`src/rtl/des_pkg.sv`:
```
// Shared DES constants for the round engine: state encoding, key-schedule
// shifts, PC-2 / E / P tables (1-based DES bit numbers) and 28-bit rotations.
package des_pkg;

    typedef enum logic [1:0] {IDLE, ROUND, DONE} state_e;

    localparam int SHIFT_SCHEDULE [16] = '{1, 1, 2, 2, 2, 2, 2, 2, 1, 2, 2, 2, 2, 2, 2, 1};

    localparam int PC2_TABLE [48] = '{
        14, 17, 11, 24,  1,  5,  3, 28, 15,  6, 21, 10,
        23, 19, 12,  4, 26,  8, 16,  7, 27, 20, 13,  2,
        41, 52, 31, 37, 47, 55, 30, 40, 51, 45, 33, 48,
        44, 49, 39, 56, 34, 53, 46, 42, 50, 36, 29, 32
    };

    localparam int E_TABLE [48] = '{
        32,  1,  2,  3,  4,  5,  4,  5,  6,  7,  8,  9,
         8,  9, 10, 11, 12, 13, 12, 13, 14, 15, 16, 17,
        16, 17, 18, 19, 20, 21, 20, 21, 22, 23, 24, 25,
        24, 25, 26, 27, 28, 29, 28, 29, 30, 31, 32,  1
    };

    localparam int P_TABLE [32] = '{
        16,  7, 20, 21, 29, 12, 28, 17,  1, 15, 23, 26,  5, 18, 31, 10,
         2,  8, 24, 14, 32, 27,  3,  9, 19, 13, 30,  6, 22, 11,  4, 25
    };

    // Bit 0 is DES bit 1, so a DES left rotation moves bits toward index 0.
    function automatic logic [27:0] rotate_left28(input logic [27:0] x, input logic [1:0] s);
        return (s == 2'd2) ? {x[1:0], x[27:2]} : {x[0], x[27:1]};
    endfunction

    function automatic logic [27:0] rotate_right28(input logic [27:0] x, input logic [1:0] s);
        return (s == 2'd2) ? {x[25:0], x[27:26]} : {x[26:0], x[27]};
    endfunction

endpackage

```
`src/rtl/des_f_function.sv`:
```
// DES round function f(R,K): E expansion, subkey XOR, S1-S8 and P.
// Purely combinational; bit 0 of every vector is DES bit 1.
module des_f_function
    import des_pkg::*;
(
    input  logic [31:0] r,
    input  logic [47:0] k,
    output logic [31:0] f
);

    localparam int SBOX [8][64] = '{
        '{14, 4, 13, 1, 2, 15, 11, 8, 3, 10, 6, 12, 5, 9, 0, 7,
          0, 15, 7, 4, 14, 2, 13, 1, 10, 6, 12, 11, 9, 5, 3, 8,
          4, 1, 14, 8, 13, 6, 2, 11, 15, 12, 9, 7, 3, 10, 5, 0,
          15, 12, 8, 2, 4, 9, 1, 7, 5, 11, 3, 14, 10, 0, 6, 13},
        '{15, 1, 8, 14, 6, 11, 3, 4, 9, 7, 2, 13, 12, 0, 5, 10,
          3, 13, 4, 7, 15, 2, 8, 14, 12, 0, 1, 10, 6, 9, 11, 5,
          0, 14, 7, 11, 10, 4, 13, 1, 5, 8, 12, 6, 9, 3, 2, 15,
          13, 8, 10, 1, 3, 15, 4, 2, 11, 6, 7, 12, 0, 5, 14, 9},
        '{10, 0, 9, 14, 6, 3, 15, 5, 1, 13, 12, 7, 11, 4, 2, 8,
          13, 7, 0, 9, 3, 4, 6, 10, 2, 8, 5, 14, 12, 11, 15, 1,
          13, 6, 4, 9, 8, 15, 3, 0, 11, 1, 2, 12, 5, 10, 14, 7,
          1, 10, 13, 0, 6, 9, 8, 7, 4, 15, 14, 3, 11, 5, 2, 12},
        '{7, 13, 14, 3, 0, 6, 9, 10, 1, 2, 8, 5, 11, 12, 4, 15,
          13, 8, 11, 5, 6, 15, 0, 3, 4, 7, 2, 12, 1, 10, 14, 9,
          10, 6, 9, 0, 12, 11, 7, 13, 15, 1, 3, 14, 5, 2, 8, 4,
          3, 15, 0, 6, 10, 1, 13, 8, 9, 4, 5, 11, 12, 7, 2, 14},
        '{2, 12, 4, 1, 7, 10, 11, 6, 8, 5, 3, 15, 13, 0, 14, 9,
          14, 11, 2, 12, 4, 7, 13, 1, 5, 0, 15, 10, 3, 9, 8, 6,
          4, 2, 1, 11, 10, 13, 7, 8, 15, 9, 12, 5, 6, 3, 0, 14,
          11, 8, 12, 7, 1, 14, 2, 13, 6, 15, 0, 9, 10, 4, 5, 3},
        '{12, 1, 10, 15, 9, 2, 6, 8, 0, 13, 3, 4, 14, 7, 5, 11,
          10, 15, 4, 2, 7, 12, 9, 5, 6, 1, 13, 14, 0, 11, 3, 8,
          9, 14, 15, 5, 2, 8, 12, 3, 7, 0, 4, 10, 1, 13, 11, 6,
          4, 3, 2, 12, 9, 5, 15, 10, 11, 14, 1, 7, 6, 0, 8, 13},
        '{4, 11, 2, 14, 15, 0, 8, 13, 3, 12, 9, 7, 5, 10, 6, 1,
          13, 0, 11, 7, 4, 9, 1, 10, 14, 3, 5, 12, 2, 15, 8, 6,
          1, 4, 11, 13, 12, 3, 7, 14, 10, 15, 6, 8, 0, 5, 9, 2,
          6, 11, 13, 8, 1, 4, 10, 7, 9, 5, 0, 15, 14, 2, 3, 12},
        '{13, 2, 8, 4, 6, 15, 11, 1, 10, 9, 3, 14, 5, 0, 12, 7,
          1, 15, 13, 8, 10, 3, 7, 4, 12, 5, 6, 11, 0, 14, 9, 2,
          7, 11, 4, 1, 9, 12, 14, 2, 0, 6, 10, 13, 15, 3, 5, 8,
          2, 1, 14, 7, 4, 10, 8, 13, 15, 12, 9, 0, 3, 5, 6, 11}
    };

    logic [47:0] e;
    logic [47:0] x;
    logic [31:0] s_out;

    for (genvar j = 0; j < 48; j++) begin : g_expand
        assign e[j] = r[E_TABLE[j] - 1];
    end

    assign x = e ^ k;

    // Six-bit group: first bit and last bit pick the row, middle four the column;
    // the first S-box output bit is the MSB of the table value.
    for (genvar g = 0; g < 8; g++) begin : g_sbox
        logic [5:0] six;
        logic [3:0] val;
        assign six = x[6*g +: 6];
        assign val = 4'(SBOX[g][{six[0], six[5], six[1], six[2], six[3], six[4]}]);
        assign s_out[4*g +: 4] = {val[0], val[1], val[2], val[3]};
    end

    for (genvar j = 0; j < 32; j++) begin : g_perm
        assign f[j] = s_out[P_TABLE[j] - 1];
    end

endmodule

```
`src/rtl/des_round_engine.sv`:
```
// Iterative DES Feistel core: one round per clock, subkeys derived on the fly
// from rotating C/D registers; returns the swapped preoutput {L16,R16}.
module des_round_engine
    import des_pkg::*;
#(
    parameter int NUM_ROUNDS = 16
) (
    input  logic        clk,
    input  logic        rst_n,
    input  logic        in_valid,
    output logic        in_ready,
    input  logic [63:0] in_block,
    input  logic [55:0] in_key,
    input  logic        in_decrypt,
    output logic        out_valid,
    input  logic        out_ready,
    output logic [63:0] last_round_output,
    output logic [3:0]  round_idx
);

    localparam logic [3:0] LAST_IDX = 4'(NUM_ROUNDS - 1);

    state_e      state_q, state_d;
    logic [31:0] l_q, r_q;
    logic [27:0] c_q, d_q;
    logic        mode_q;
    logic [3:0]  count_q;
    logic [63:0] result_q;

    logic        accept, round_en, last_round;
    logic [3:0]  dec_idx;
    logic [1:0]  shift_amt;
    logic [27:0] c_k, d_k;
    logic [47:0] subkey;
    logic [31:0] f_out, r_next;

    // A transfer happens on any edge where valid and ready are both high; input
    // is taken only in IDLE, and the result is held in DONE until out_ready.
    always_comb begin
        state_d    = state_q;
        in_ready   = 1'b0;
        out_valid  = 1'b0;
        round_idx  = 4'd0;
        accept     = 1'b0;
        round_en   = 1'b0;
        last_round = 1'b0;
        case (state_q)
            IDLE: begin
                in_ready = 1'b1;
                if (in_valid) begin
                    accept  = 1'b1;
                    state_d = ROUND;
                end
            end
            ROUND: begin
                round_en  = 1'b1;
                round_idx = count_q;
                if (count_q == LAST_IDX) begin
                    last_round = 1'b1;
                    state_d    = DONE;
                end
            end
            DONE: begin
                out_valid = 1'b1;
                round_idx = LAST_IDX;
                if (out_ready) state_d = IDLE;
            end
            default: state_d = IDLE;
        endcase
    end

    always_ff @(posedge clk or negedge rst_n) begin
        if (!rst_n) state_q <= IDLE;
        else        state_q <= state_d;
    end

    // Decrypt walks the schedule backwards: round 1 uses C0/D0 unrotated.
    assign dec_idx = 4'(5'd16 - {1'b0, count_q});

    always_comb begin
        shift_amt = mode_q ? 2'(SHIFT_SCHEDULE[dec_idx]) : 2'(SHIFT_SCHEDULE[count_q]);
        c_k = rotate_left28(c_q, shift_amt);
        d_k = rotate_left28(d_q, shift_amt);
        if (mode_q) begin
            if (count_q == 4'd0) begin
                c_k = c_q;
                d_k = d_q;
            end else begin
                c_k = rotate_right28(c_q, shift_amt);
                d_k = rotate_right28(d_q, shift_amt);
            end
        end
    end

    for (genvar j = 0; j < 48; j++) begin : g_pc2
        if (PC2_TABLE[j] <= 28) begin : g_c
            assign subkey[j] = c_k[PC2_TABLE[j] - 1];
        end else begin : g_d
            assign subkey[j] = d_k[PC2_TABLE[j] - 29];
        end
    end

    des_f_function u_f (
        .r (r_q),
        .k (subkey),
        .f (f_out)
    );

    assign r_next = l_q ^ f_out;

    always_ff @(posedge clk or negedge rst_n) begin
        if (!rst_n) begin
            l_q      <= '0;
            r_q      <= '0;
            c_q      <= '0;
            d_q      <= '0;
            mode_q   <= 1'b0;
            count_q  <= '0;
            result_q <= '0;
        end else if (accept) begin
            l_q     <= in_block[31:0];
            r_q     <= in_block[63:32];
            c_q     <= in_key[27:0];
            d_q     <= in_key[55:28];
            mode_q  <= in_decrypt;
            count_q <= '0;
        end else if (round_en) begin
            l_q <= r_q;
            r_q <= r_next;
            c_q <= c_k;
            d_q <= d_k;
            if (last_round) result_q <= {r_q, r_next};
            else            count_q  <= count_q + 4'd1;
        end
    end

    assign last_round_output = result_q;

endmodule

```
`config.mk`:
```
export PLATFORM = sky130hd
export DESIGN_NAME = des_round_engine
export DESIGN_NICKNAME = d
export VERILOG_FILES = /design/src/rtl/des_pkg.sv /design/src/rtl/des_f_function.sv /design/src/rtl/des_round_engine.sv
export SDC_FILE = /design/constraint.sdc
export NUM_CORES = 1
export LEC_CHECK = 0
export CAP_MARGIN = 20
export CORE_MARGIN = 2
export CORE_UTILIZATION = 40
export DETAILED_ROUTE_END_ITERATION = 10
export SETUP_SLACK_MARGIN = 0.3
export SYNTH_ARGS = -nofsm -noshare
export SYNTH_HDL_FRONTEND = slang
export SYNTH_SLANG_ARGS = --single-unit
```
`constraint.sdc`:
```
create_clock -name clk -period 5.9 [get_ports clk]
set_input_delay 0.885 -clock clk [delete_from_list [all_inputs] [get_ports clk]]
set_output_delay 0.885 -clock clk [all_outputs]
set_load 0.02 [all_outputs]
```
After elaboration in Yosys (flattened, before gate mapping)
Memories as Yosys holds them, arrays and structs flattened.
Index checks and enable logic that the tools add are counted.

word-level totals
  input port bits = 125
  register bits = 191
  memories = 10
  output and inout bits = 70
  ROM bits = 17408

operators by class
  $add $sub $neg = 2
  eq/ne operators = 9
  bitwise gates (word level) = 13
  reduce and logical (&&, ||, !) cells = 7
  muxes and demuxes = 52
  magnitude comparators = 10

memories
  name             depth  bits a word  read ports  clocked after memory_dff  write ports  RTL line              RTL
  (no name shown)  64     32           1           0                         0            des_f_function.sv:62  assign val = 4'(SBOX[g][{six[0], six[5], six[1], six[2], six[3], six[4]}]);
  (no name shown)  64     32           1           0                         0            des_f_function.sv:62
  (no name shown)  64     32           1           0                         0            des_f_function.sv:62
  (no name shown)  64     32           1           0                         0            des_f_function.sv:62
  (no name shown)  64     32           1           0                         0            des_f_function.sv:62
  (no name shown)  64     32           1           0                         0            des_f_function.sv:62
  +4 memories      --     --           --          --                        --           --

operator list
  operator             number
  $mux 28              12
  $mux 32              4
  $mux 4               19
  $ge 7x7->1 const B   8
  $not 6->7            8
  $xor 48x48->48       1
  $xor 32x32->32       1
  $mux 2               8
  $ge 5x5->1 const B   2
  $not 4->5            2
  $ne 2x2->1 const B   4
  $pmux 4 s2           1
  $mux 1               7
  $pmux 2 s3           1
  $reduce_and 3->1     2
  $add 4x1->4 const B  1
  $eq 2x2->1 const B   2
  $eq 4x4->1 const B   1
  $logic_not 4->1      1
  $reduce_and 2->1     2
  $sub 1x4->4 const A  1
  $ne 3x3->1 const B   1
  $eq 2x1->1 const B   1
  $logic_not 2->1      1
  2 further kinds      2

Logic depth before layout (Yosys ltp)
  word-level depth = 18
  depth in mapped cells = 20

By module
A second synthesis with hierarchy kept.

unflattened totals
  cell total of the unflattened synthesis = 2246
  area total of the unflattened synthesis = 17692.0 um2

by module, submodules not included
  module            area each (um2)  seq. area each (um2)  cells an instance  instances
  des_round_engine  12704.7          4779.6                1509               1
  des_f_function    4987.3           0.0                   737                1

Worst setup path after synthesis
Ideal clock, no wire load.

  kind = flip-flop to flip-flop
  from = register count_q[0]
  to = register result_q[1], in the netlist last_round_output[1]
  period minus slack after synthesis = 4.576 ns
  arrival = 4.447 ns
  setup slack = 1.324 ns
  cell stages (with the launch flop) = 19
  buffers on the path = 3
  cells stage by stage = dfrtp_1 -> inv_1 -> ha_1 -> xnor2_2 -> o22a_1 -> buf_4 -> buf_2 -> o21ai_1 -> a311oi_1 -> nor3_1 -> nor2_1 -> ha_1 -> clkbuf_1 -> mux4_2 -> nor2_1 -> a311oi_1 -> a221oi_1 -> xnor2_1 -> o21ai_1

between the ends
  word-level cells in the longest chain between the ends = 16
  elaborated cells between the ends (all ways) = 26

RTL lines
  item                                       RTL line                      RTL
  start, declared                            des_round_engine.sv:27        logic [3:0] count_q;
  start signal, assigned                     des_round_engine.sv:133       else count_q <= count_q + 4'd1;
  $sub 1x4->4                                des_round_engine.sv:78        assign dec_idx = 4'(5'd16 - {1'b0, count_q});
  $not 4->5 (implied by the code)            des_round_engine.sv:81        shift_amt = mode_q ? 2'(SHIFT_SCHEDULE[dec_idx]) : 2'(SHIFT_SCHEDULE[count_q]);
  $mem_v2 16x32                              --
  $mux 2 (implied by the code) (2 in a row)  des_round_engine.sv:81
  $mux 2                                     des_round_engine.sv:81
  $eq 2x2->1                                 des_pkg.sv:30, des_pkg.sv:34
  $mux 28                                    des_pkg.sv:34                 return (s == 2'd2) ? {x[25:0], x[27:26]} : {x[26:0], x[27]};
  $mux 28                                    des_round_engine.sv:85        if (count_q == 4'd0) begin
  $mux 28                                    des_round_engine.sv:84        if (mode_q) begin
  $xor 48x48->48                             des_f_function.sv:54          assign x = e ^ k;
  $not 6->7 (implied by the code)            des_f_function.sv:62
  $mem_v2 64x32                              --
  $mux 4 (implied by the code) (2 in a row)  des_f_function.sv:62
  $xor 32x32->32                             des_round_engine.sv:109       assign r_next = l_q ^ f_out;
  end signal, assigned                       des_round_engine.sv:132       if (last_round) result_q <= {r_q, r_next};
  end, declared                              des_round_engine.sv:28        logic [63:0] result_q;

Parallel ways exist; a longest one is shown, timed or not. The select of a mux whose other input is x is not followed.
A chain may end at the register's enable or synchronous reset.

Final worst setup path
  from = register count_q[0]
  to = register r_q[19]

between the ends
  word-level cells in the longest chain between the ends = 18
  elaborated cells between the ends (all ways) = 24

RTL lines
  item                                         RTL line                      RTL
  $sub 1x4->4                                  des_round_engine.sv:78
  $not 4->5 (implied by the code)              des_round_engine.sv:81
  $mem_v2 16x32                                --
  $mux 2 (implied by the code) (2 in a row)    des_round_engine.sv:81
  $mux 2                                       des_round_engine.sv:81
  $eq 2x2->1                                   des_pkg.sv:30, des_pkg.sv:34
  $mux 28                                      des_pkg.sv:34
  $mux 28                                      des_round_engine.sv:85
  $mux 28 *                                    des_round_engine.sv:84
  $xor 48x48->48 *                             des_f_function.sv:54
  $not 6->7 (implied by the code) *            des_f_function.sv:62
  $mem_v2 64x32 *                              --
  $mux 4 (implied by the code) * (2 in a row)  des_f_function.sv:62
  $xor 32x32->32 *                             des_round_engine.sv:109
  $mux 32 *                                    des_round_engine.sv:127       end else if (round_en) begin
  $mux 32 *                                    des_round_engine.sv:120       end else if (accept) begin
  end signal, assigned                         des_round_engine.sv:122       r_q <= in_block[63:32];
  end signal, assigned                         des_round_engine.sv:129       r_q <= r_next;
  end, declared                                des_round_engine.sv:24        logic [31:0] l_q, r_q;

Mark *: on every way between the ends. The rest lies on a longest branch, timed or not. The select of a mux whose other input is x is not followed.

==> flow_summary.json <==
{
  "drc": 0,
  "grt_use_met2": 0.475,
  "mappedNetlistArea_sq_um": 18500,
  "hold_path_class": "in2async",
  "cts-hold-fix-buffers": 0,
  "crit_end": "r_q[19]",
  "final_hold_viol_count": 0,
  "drive_gt1_frac": 0.0920,
  "cts_buffers": 17,
  "die_h_um": 219,
  "yosys_warnings": 0,
  "cts_tree": "done",
  "r2r_slack_ps": 560,
  "rr_startpoint": "count_q[0]",
  "startpoint_type": "register",
  "layout_common_cells": "nand2_1, o21ai_0, clkdlybuf4s50_1, dfrtp_1, mux2i_1",
  "start_util": 0.407,
  "ys.flop_type": "dfrtp_1",
  "vias_per_cell": 6.36,
  "synth_seq_cells": 191,
  "clock_path_buffers": 2,
  "fin_tns_setup_ps": 0,
  "met3_usage": 0.0654,
  "syn_nets": 2575,
  "grt_max_degree": 118,
  "coreArea_sq_um": 45600,
  "clockRootBuffer": "clkbuf_16",
  "numPlacedInstances": 3067,
  "grt-ovfl-total": 0,
  "mostFrequentLayoutCell": "nand2_1",
  "synth_cell_type_count": 105,
  "fin_skew_ps": 19.7,
  "clkTransAtPathRegs_ps": 80,
  "clock_sinks": 191,
  "reg2reg_to": "r_q[19]",
  "yosysSeqAreaShare": 0.258,
  "cp.arrival_ps": 5750,
  "async_reset_ff_frac": 1.00,
  "wl_per_cell_um": 25.0,
  "n_antenna_cell": 0,
  "relSlewSlack": 0.311,
  "setup_viol": 0,
  "worstPathRequired_ps": 6310,
  "period_share": 0.905,
  "gp_congestion": 0.964,
  "dieArea_sq_um": 48100,
  "wl_um": 77700,
  "setup.worst_path.end_class": "register",
  "dpl.hpwl_um": 57100,
  "fin_nets": 2683,
  "max_slew.worst_pin.slew_ps": 1030,
  "grt_first_pass_wirelength_um": 115000,
  "io_pins": 195,
  "max_freq_mhz": 187,
  "drtAntennaViolNets": 0,
  "htree_levels": 4,
  "synthToLayoutAreaGrowth_pct": 17.5,
  "gr-usage-met1": 0.451,
  "syn_area_per_cell_sq_um": 7.76,
  "io_buffers": 194,
  "clk_latency_ps": 510,
  "num_vias": 19800,
  "antenna_found_initial": 4,
  "synth_edf_count": 0,
  "slew_viol_final": 0,
  "top_usage_layer": "met2",
  "finalCriticalPeriod_ps": 5340,
  "rsz0062_at_grt": "true",
  "cap_violations": 0,
  "cp_max_fo": 11,
  "final_cells": 3111,
  "grt_util_all_layers": 0.319,
  "worstRegToRegCells": 18,
  "postSynthCellCount": 2390,
  "die_w_um": 219,
  "first_iter_violations": 2659,
  "num_rows": 78,
  "status": "complete, no violations",
  "grt_pass1_vias": 18400,
  "drt_first_pass_iters": 6,
  "crit_type": "reg2reg",
  "critPathLaunch": "count_q[0]"
}
[final cells by class]
cell class,count,area (sq um)
multi-input combinational,1939,12700
fill,4509,23800
sequential,191,4780
tap,600,751
timing repair buffer,278,2640
inverter,71,267
clock inverter,13,170
clock buffer,19,453
[what timing repair did]
action,4_1_cts,5_1_grt
setup buffers,0,10
setup endpoints to repair,0,20
resized for setup,0,8
[synthesized netlist by cell type, drive strengths merged, types with 11 or more instances]
| library cell | n | area share |
|---|---|---|
| nand2 | 370 | 0.075 |
| o21ai | 236 | 0.064 |
| dfrtp | 191 | 0.26 |
| nor2 | 142 | 0.030 |
| mux2i | 140 | 0.076 |
| clkbuf | 114 | 0.023 |
| a21oi | 113 | 0.032 |
| nand3 | 99 | 0.027 |
| buf | 76 | 0.022 |
| nor3 | 73 | 0.021 |
| inv | 70 | 0.014 |
| o211ai | 69 | 0.029 |
| ha | 60 | 0.040 |
| or3 | 48 | 0.016 |
| xnor2 | 48 | 0.023 |
| a211oi | 46 | 0.021 |
| and3 | 44 | 0.015 |
| mux2 | 34 | 0.021 |
| o21a | 26 | 0.011 |
| o211a | 21 | 0.011 |
| o31ai | 21 | 0.0088 |
| nor4 | 20 | 0.0076 |
| xor2 | 20 | 0.0094 |
| nand4 | 19 | 0.0064 |
| o311ai | 19 | 0.010 |
| a211o | 18 | 0.0085 |
| o221ai | 18 | 0.0085 |
| o22ai | 17 | 0.0068 |
| a31oi | 15 | 0.0051 |
| a221oi | 14 | 0.0069 |
| o2111ai | 14 | 0.0066 |
| a2111oi | 12 | 0.0067 |
| a22oi | 11 | 0.0047 |
| a311oi | 11 | 0.0052 |
[critical path: stages, from the launching register on]
cell and delay, ps:
dfrtp_1 580, inv_1 120, ha_1 350, xnor2_4 410, o22ai_4 230, buf_4 230, a21oi_2 150, buf_4 250
mux2_4 350, a2111oi_4 610, inv_1 220, ha_1 310, inv_1 90, mux2i_1 80, mux2_2 290, a22o_1 240
mux2_4 300, mux2_4 310, o311ai_2 80
[sequential cells by signal, summed over array words and instances (netlist names)]
register,count
c_q,28
r_q,32
l_q,32
state_q,2
d_q,28
last_round_output,64
count_q,4
mode_q,1
[stage by stage]
step | util | area, sq um | hold WS (ps) | setup slack (ps)
floorplan | - | 18500 | 472 | 1320
global placement | 0.462 | 21000 | 457 | 510
detailed placement | 0.462 | 21000 | 462 | 391
CTS | 0.475 | 21700 | 388 | 354
global route | 0.478 | 21800 | 412 | 254
finish | 0.478 | 21800 | 370 | 563
[how the worst min path moves through the flow]
stage,from,to,depth (start not counted)
floorplan,d_q[14],d_q[14],2
global placement,last_round_output[48],last_round_output[48],2
detailed placement,last_round_output[48],last_round_output[48],2
CTS,rst_n,last_round_output[47],1
global route,rst_n,last_round_output[47],1
finish,rst_n,last_round_output[47],1
[cell families (layout without fill, tap and decap cells)]
logic type / Yosys count / in the layout / share of synthesized area
adder cells (fa/ha/maj): 61 / 61 / 0.0410
AND/OR/NAND/NOR: 868 / 868 / 0.220
buffers and inverters: 261 / 381 / 0.0599
XOR/XNOR: 71 / 71 / 0.0366
AO/OA/AOI/OAI: 761 / 762 / 0.285
multiplexers: 177 / 177 / 0.100
flip-flops: 191 / 191 / 0.258
[metal layers]
metal	wire length, um	up-vias
li1	-	9095
met1	34200	9537
met2	33700	1030
met3	7180	131
met4	2610	0
met5	0	-
Power is left out: the tool's default activity adds up to more than one toggle a clock period on the data nets, which glitch-free logic cannot reach.
